## src/rtl/result_writeback_ctrl.sv

```systemverilog
// Frame result write-back: buffers processed pixels in a show-ahead FIFO
// and streams them to output memory in raster order, one frame per start.
module result_writeback_ctrl #(
  parameter int unsigned DATA_W     = 8,
  parameter int unsigned FIFO_DEPTH = 16,
  parameter int unsigned NUM_PIX    = 262144
) (
  input  logic              CLK,
  input  logic              rst,
  input  logic              start,
  input  logic              in_valid,
  input  logic [DATA_W-1:0] in_data,
  output logic              in_ready,
  output logic              mem_we,
  output logic [17:0]       mem_addr,
  output logic [DATA_W-1:0] mem_wdata,
  input  logic              mem_ready,
  output logic              busy,
  output logic              done
);

  localparam int unsigned CNT_W  = 19;
  localparam int unsigned PTR_W  = $clog2(FIFO_DEPTH);
  localparam int unsigned FILL_W = PTR_W + 1;
  localparam int unsigned ADDR_W = 18;

  typedef enum logic [1:0] {
    S_IDLE  = 2'd0,
    S_RUN   = 2'd1,
    S_DRAIN = 2'd2,
    S_DONE  = 2'd3
  } state_t;

  state_t              state_q, state_d;
  logic [CNT_W-1:0]    acc_cnt_q, acc_cnt_d;
  logic [CNT_W-1:0]    wr_cnt_q, wr_cnt_d;
  logic [PTR_W-1:0]    wr_ptr_q, wr_ptr_d;
  logic [PTR_W-1:0]    rd_ptr_q, rd_ptr_d;
  logic [FILL_W-1:0]   fill_q, fill_d;
  logic [DATA_W-1:0]   fifo_mem_q [FIFO_DEPTH];

  logic fifo_full;
  logic fifo_empty;
  logic push;
  logic pop;

  // Handshake and status decode from registered state
  always_comb begin
    fifo_full  = (fill_q == FILL_W'(FIFO_DEPTH));
    fifo_empty = (fill_q == '0);
    in_ready   = (state_q == S_RUN) && !fifo_full && (acc_cnt_q < CNT_W'(NUM_PIX));
    mem_we     = ((state_q == S_RUN) || (state_q == S_DRAIN)) && !fifo_empty;
    push       = in_valid && in_ready;
    pop        = mem_we && mem_ready;
    mem_addr   = wr_cnt_q[ADDR_W-1:0];
    mem_wdata  = fifo_mem_q[rd_ptr_q];
    busy       = (state_q == S_RUN) || (state_q == S_DRAIN);
    done       = (state_q == S_DONE);
  end

  // Next-state: frame sequencing, counters and FIFO bookkeeping
  always_comb begin
    state_d   = state_q;
    acc_cnt_d = acc_cnt_q;
    wr_cnt_d  = wr_cnt_q;
    wr_ptr_d  = wr_ptr_q;
    rd_ptr_d  = rd_ptr_q;
    fill_d    = fill_q;

    if (push) begin
      wr_ptr_d  = wr_ptr_q + PTR_W'(1);
      acc_cnt_d = acc_cnt_q + CNT_W'(1);
    end
    if (pop) begin
      rd_ptr_d = rd_ptr_q + PTR_W'(1);
      wr_cnt_d = wr_cnt_q + CNT_W'(1);
    end
    case ({push, pop})
      2'b10:   fill_d = fill_q + FILL_W'(1);
      2'b01:   fill_d = fill_q - FILL_W'(1);
      default: fill_d = fill_q;
    endcase

    case (state_q)
      S_IDLE: begin
        if (start) begin
          state_d   = S_RUN;
          acc_cnt_d = '0;
          wr_cnt_d  = '0;
          wr_ptr_d  = '0;
          rd_ptr_d  = '0;
          fill_d    = '0;
        end
      end
      S_RUN: begin
        if (push && (acc_cnt_q + CNT_W'(1) == CNT_W'(NUM_PIX))) begin
          state_d = S_DRAIN;
        end
      end
      S_DRAIN: begin
        if (fifo_empty && (wr_cnt_q == CNT_W'(NUM_PIX))) begin
          state_d = S_DONE;
        end
      end
      S_DONE: begin
        state_d = S_IDLE;
      end
      default: state_d = S_IDLE;
    endcase
  end

  // Control registers with synchronous reset
  always_ff @(posedge CLK) begin
    if (rst) begin
      state_q   <= S_IDLE;
      acc_cnt_q <= '0;
      wr_cnt_q  <= '0;
      wr_ptr_q  <= '0;
      rd_ptr_q  <= '0;
      fill_q    <= '0;
    end else begin
      state_q   <= state_d;
      acc_cnt_q <= acc_cnt_d;
      wr_cnt_q  <= wr_cnt_d;
      wr_ptr_q  <= wr_ptr_d;
      rd_ptr_q  <= rd_ptr_d;
      fill_q    <= fill_d;
    end
  end

  // FIFO storage; contents are don't-care until written
  always_ff @(posedge CLK) begin
    if (push) begin
      fifo_mem_q[wr_ptr_q] <= in_data;
    end
  end

endmodule

```

## config.mk

```make
export PLATFORM = sky130hd
export DESIGN_NAME = result_writeback_ctrl
export DESIGN_NICKNAME = d
export VERILOG_FILES = /design/src/rtl/result_writeback_ctrl.sv
export SDC_FILE = /design/constraint.sdc
export NUM_CORES = 1
export LEC_CHECK = 0
export ABC_AREA = 1
export CAP_MARGIN = 20
export CORE_ASPECT_RATIO = 2
export CORE_MARGIN = 8
export CORE_UTILIZATION = 30
export DETAILED_ROUTE_END_ITERATION = 16
export SYNTH_ARGS = -nofsm -noshare
export SYNTH_HDL_FRONTEND = slang
export SYNTH_SLANG_ARGS = --single-unit
```

## constraint.sdc

```tcl
create_clock -name CLK -period 3.25 [get_ports CLK]
set_input_delay 0.65 -clock CLK [delete_from_list [all_inputs] [get_ports CLK]]
set_output_delay 0.65 -clock CLK [all_outputs]
set_load 0.005 [all_outputs]
```

## Yosys cells after proc, flatten, opt, wreduce, memory -nomap -nowiden

Memory sizes are Yosys's and may differ from the RTL's. A register that Yosys moved wholly into a read port is not among the register bits.
Cells that the tools add are included.

| storage, ports and cells | value |
|---|---|
| memories | 1 |
| output and inout bits | 30 |
| ROM bits | 0 |
| memory bits (writable) | 128 |
| register bits | 53 |
| word-level logic and storage cells | 60 |
| bits in latches | 0 |

| cells by class | value |
|---|---|
| shifts and indexed selects | 0 |
| div/mod/pow operators | 0 |
| bitwise gates (word level) | 0 |
| eq/ne operators | 11 |
| add/sub/neg operators | 6 |
| magnitude comparators | 1 |
| $mul | 0 |
| reduce and logical (&&, ||, !) cells | 13 |
| muxes and demuxes | 22 |

Memory list:

| memory | depth | bits a word | rd ports | clocked after memory_dff | write ports | RTL line | RTL |
|---|---|---|---|---|---|---|---|
| fifo_mem_q | 16 | 8 | 1 | 1 | 1 | 40 | `logic [DATA_W-1:0] fifo_mem_q [FIFO_DEPTH];` |

Operators by type and width:

| kind | number |
|---|---|
| 19-bit two-way mux | 6 |
| 19-bit by 1-bit adder with 19-bit output, second input constant | 2 |
| 19-bit == test, second input constant | 2 |
| 4-bit two-way mux | 7 |
| 19-bit less-than comparator, second input constant | 1 |
| 5-bit two-way mux | 2 |
| 5-bit case mux with 2 select lines | 1 |
| 4-bit by 1-bit adder with 4-bit output, second input constant | 2 |
| 2-bit case mux with 4 select lines | 1 |
| 1-bit logical AND | 7 |
| 2-bit == test, second input constant | 3 |
| 2-bit two-way mux | 3 |
| 5-bit by 1-bit adder with 5-bit output, second input constant | 1 |
| 5-bit == test, second input constant | 1 |
| 5-bit logical NOT | 1 |
| 5-bit by 1-bit subtractor with 5-bit output, second input constant | 1 |
| 2-bit by 1-bit == test with 1-bit output, second input constant | 2 |
| 2-bit by 1-bit != test with 1-bit output, second input constant | 2 |
| 3-bit AND reduction | 1 |
| 1-bit logical NOT | 2 |
| 2-bit logical NOT | 1 |
| 1-bit two-way mux | 2 |
| 2-bit != test, second input constant | 1 |
| 1-bit logical OR | 1 |

## Depth between registers and ports, before layout

| depth | value |
|---|---|
| word-level depth | 9 |
| gate-level depth with buffers | 18 |
| depth with buffers taken out | 17 |

## Worst setup path before layout

Ideal clock, no wire load.

| timing path | value |
|---|---|
| path type | register -> register |
| start | register state_q[1] |
| end | register fill_q[4] |
| path slack | 651 ps |
| required time | 3180 ps |
| path buffers | 1 |
| setup time | 70 ps |
| cell stages (with the launch flop) | 18 |
| arrival time | 2529 ps |
| cell sequence | dfxtp_1 inv_1 ha_1 nand3_1 nor2_1 inv_1 clkbuf_1 ha_1 xor2_1 ha_1 inv_1 nand2_1 nand3_1 nand2_1 o21ai_0 a21oi_1 o21ai_0 a21oi_1 |

| between the ends | value |
|---|---|
| word-level cells in the longest chain between the ends | 8 |
| elaborated cells between the ends (all ways) | 14 |
| classes of those cells | 4 x eq/ne; 3 x mux; 7 x reduce/logical |

RTL lines:

| what | RTL line | RTL |
|---|---|---|
| start, declared | 34 | `state_t state_q, state_d;` |
| start signal, assigned | 122 | `state_q <= state_d;` |
| 2-bit by 1-bit == test with 1-bit output or 2-bit == test (tied branches) | 51, 52 |  |
| 1-bit logical OR or 1-bit logical AND (tied branches) | 52, 51 |  |
| 1-bit logical AND, on equally long branches | 52, 51 |  |
| 1-bit logical AND, on equally long branches | 54, 53 |  |
| 2-bit by 1-bit == test with 1-bit output or 2-bit == test (tied branches) | 78 | `case ({push, pop})` |
| 5-bit case mux with 2 select lines | 78 |  |
| 5-bit two-way mux | 86 | `if (start) begin` |
| 5-bit two-way mux (*) | 84 | `case (state_q)` |
| end signal, assigned | 127 | `fill_q <= fill_d;` |
| end, declared | 39 | `logic [FILL_W-1:0] fill_q, fill_d;` |

Mark *: on every way between the ends. The rest lies on a longest branch, timed or not.
A chain may end at the register's enable or synchronous reset.

==> impl_metrics.csv <==
group,metric,value,unit
outcome,status,"finished, final reports clean",
yosys,netlist_area,0.00837,mm^2
power_and_ir_drop,ir_worst_vdd,0.285,mV
finish,multiInputGateArea,0.00293,mm^2
timing,finalMaxSlewViolations,0,
timing,skew,0.00885,ns
floorplan,die_area,0.0338,mm^2
timing,setup_tns,0,ns
yosys,synth-edff-count,128,
floorplan,die_h,252,um
run,drv_cap,0,
critical_path,crit_path_start_kind,"register",
floorplan,num_rows,86,
clocking,clock_tree.buffer_depth,2,
worst_hold_path,holdPathStages,2,
clocking,clock_latency,0.44,ns
yosys,yosysSeqAreaShare,58.6,%
yosys,synth_seq_cells,181,
critical_path,critical-path-top-delay-family,"buffers and inverters",
critical_path,crit_required,2.60,ns
drt,routed_wl,21900,um
drt,drt_iter0_drc,474,
finish,area_growth,17.2,%
yosys,synth_top_area_share,45.9,%
yosys,synth_flop_cell,"edfxtp_1",
clocking,holdBufCountCts,0,
clocking,cts_root_buf,"clkbuf_16",
yosys,ys_types,35,
floorplan,initial_core_util,30.4,%
place,hpwl,15700,um
timing,period_share,92.5,%
place,globalplace.congestion,0.834,
critical_path,critPathKind,"register to output pin",
global_routing,grt_first_pass_wirelength,34700,um
clocking,htreeDepth,4,
timing,finalHoldViolCount,0,
clocking,clock-sinks,181,
yosys,synth_fp_nets,892,
timing,period_minus_slack,3.01,ns
power_and_ir_drop,p_per_area,590,mW/mm^2
floorplan,ioPinCount,43,
global_routing,grt_usage,13.4,%
drt,dr.pass1.iters,4,
timing,max_slew_margin,51.5,%
timing,fmax,0.333,GHz
drt,post_drt_via_cell_ratio,4.93,
global_routing,grt_max_degree,45,
finish,nNetsFinal,938,
timing,holdWs,0.499,ns
drt,wire_per_inst,17.2,um
yosys,synth_most_common_cell,"nor2_1",
critical_path,cp.depth,7,
timing,grt_setup_unrepaired,"no",
critical_path,rrSetupSlack,0.78,ns
finish,fillers,2848,
finish,diodes,0,
critical_path,worstPathMaxFanout,32,
clocking,cts_tree,"done",
place,port-buffer-count,42,
floorplan,die_w,134,um
critical_path,endpoint_kind,"output pin",
yosys,syn_inst,862,
yosys,synthArstFlopShare,0,%
clocking,cts_inserted_buffers,17,
drt,antenna_left,0,
timing,max_slew.worst_pin.slew,0.727,ns
clocking,cts.reportedPaths.clkPinSlew,0.07,ns
critical_path,crit_slowest_cell,"clkdlybuf4s50_1",
global_routing,antenna_found_initial,0,
drt,drc_errors,0,
floorplan,core-area,0.0275,mm^2
yosys,ys_top_cells_by_area,"edfxtp_1, dfxtp_1, nor2_1",
yosys,synth_commonest_cells,"nor2_1, edfxtp_1, nand2_1",
critical_path,worst-path-buf-inv,3,
worst_hold_path,min_path_type,"register to register",
critical_path,slowest_delay,0.53,ns
yosys,yosys_warnings,0,
critical_path,cp_cell_sequence,"inv_1, buf_6, o21ai_0, o221ai_1, nand3_1, nand2_1, clkdlybuf4s50_1",
finish,drive_gt1_share,9.88,%
power_and_ir_drop,power.leakage,3.43,nW
global_routing,grt_overflow_total,0,
global_routing,first_global_vias,6359,
critical_path,cp_data_arrival_time,2.36,ns
timing,setup_viol,0,
drt,num_vias,6277,
yosys,syn_avg_cell_area,9.71,um^2
critical_path,reg2reg_depth,15,
yosys,synth_largest_area_cell,"edfxtp_1",
finish,register_area,0.00491,mm^2
-- worst register-to-register path: cells and delay by family, from the launching register on --
kind,cells,cell delay (ns)
adders and majority gates,3,0.78
AOI/OAI and AO/OA,4,0.45
and+or+nand+nor,5,0.42
DFF,1,0.40
xor gates and xnor gates,1,0.22
buffers and inverters,2,0.14
-- final timing paths --
kind	startpoint	to
worst max-delay path	rd_ptr_q[1]$_SDFF_PP0_	mem_wdata[1]
worst min-delay path	fill_q[0]$_SDFF_PP0_	fill_q[0]$_SDFF_PP0_
worst max register to register	state_q[0]$_SDFFE_PP0P_	fill_q[4]$_SDFF_PP0_
worst min register to register	fill_q[0]$_SDFF_PP0_	fill_q[0]$_SDFF_PP0_
-- per-layer routing --
metal | up-vias | global-route usage (%) | routed length [um]
met5 | - | 0 | 0
met4 | 0 | 7.39 | 853
met3 | 41 | 2.13 | 529
met2 | 130 | 26.0 | 12600
met1 | 3021 | 12.9 | 7980
li1 | 3085 | - | -
-- layout make-up --
class	count	share of cell area, %
clock buffer	18	4.38
clock inverter	14	1.03
inverter	75	2.87
multi-input combinational	555	29.8
sequential	181	50.0
tap	352	4.49
timing repair buffer	78	7.37
-- timing repair --
| item | CTS | global route |
|---|---|---|
| hold endpoints to repair | 0 | 0 |
| gates resized for setup | 0 | 3 |
| buffers inserted | 0 | 0 |
| setup endpoints to repair | 0 | 4 |
-- metrics by stage --
step / setup WS, ns / instances / area, um^2 / utilization (%) / total power [mW]
final: 0.245 / 1273 / 9810 / 35.6 / 5.78
after global routing: 0.0677 / 1273 / 9810 / 35.6 / 6.07
after CTS: 0.0324 / 1273 / 9800 / 35.6 / 5.85
after detailed placement: 0.447 / 1241 / 9270 / 33.7 / 3.96
after global placement: 0.456 / 1241 / 9270 / 33.7 / 3.95
after floorplan: 0.651 / 862 / 8370 / - / 3.47
-- power breakdown --
group / leakage, nW / internal [mW] / switching [mW] / total [mW]
clock network: 0.264 / 0.985 / 0.906 / 1.89
logic: 1.58 / 0.472 / 0.724 / 1.20
registers: 1.58 / 2.58 / 0.121 / 2.70
total: 3.43 / 4.03 / 1.75 / 5.78
-- layout by cell type, fill, tap and decap left out, types with 4 or more instances in the layout --
cell,instances
dfxtp_1,51
nor3_1,10
a21oi_1,32
nor4_1,4
ha_1,17
nor2_4,8
o221ai_1,26
buf_4,32
clkbuf_16,17
nand2_1,110
nand3_1,38
nand2_2,9
o22ai_1,8
o21ai_0,96
clkinv_2,4
xor2_1,10
nor2_1,138
clkdlybuf4s50_1,42
a211oi_1,4
nand4_1,15
edfxtp_1,128
o211ai_1,11
inv_1,73
-- sequential cells by signal (all words and copies together) (netlist names) --
name / flops
acc_cnt_q: 19
fifo_mem_q: 128
fill_q: 5
rd_ptr_q: 4
state_q: 2
wr_cnt_q: 19
wr_ptr_q: 4
-- cell families after synthesis --
logic type                 count (synthesis)  share of synthesized area, %
and+or+nand+nor                          336                          17.7
AOI/OAI and AO/OA                        189                          13.3
DFF                                      181                          58.6
buffers and inverters                    126                          6.49
adders and majority gates                 17                          2.54
xor gates and xnor gates                  13                          1.36
Power figures use the tool's default switching activity.
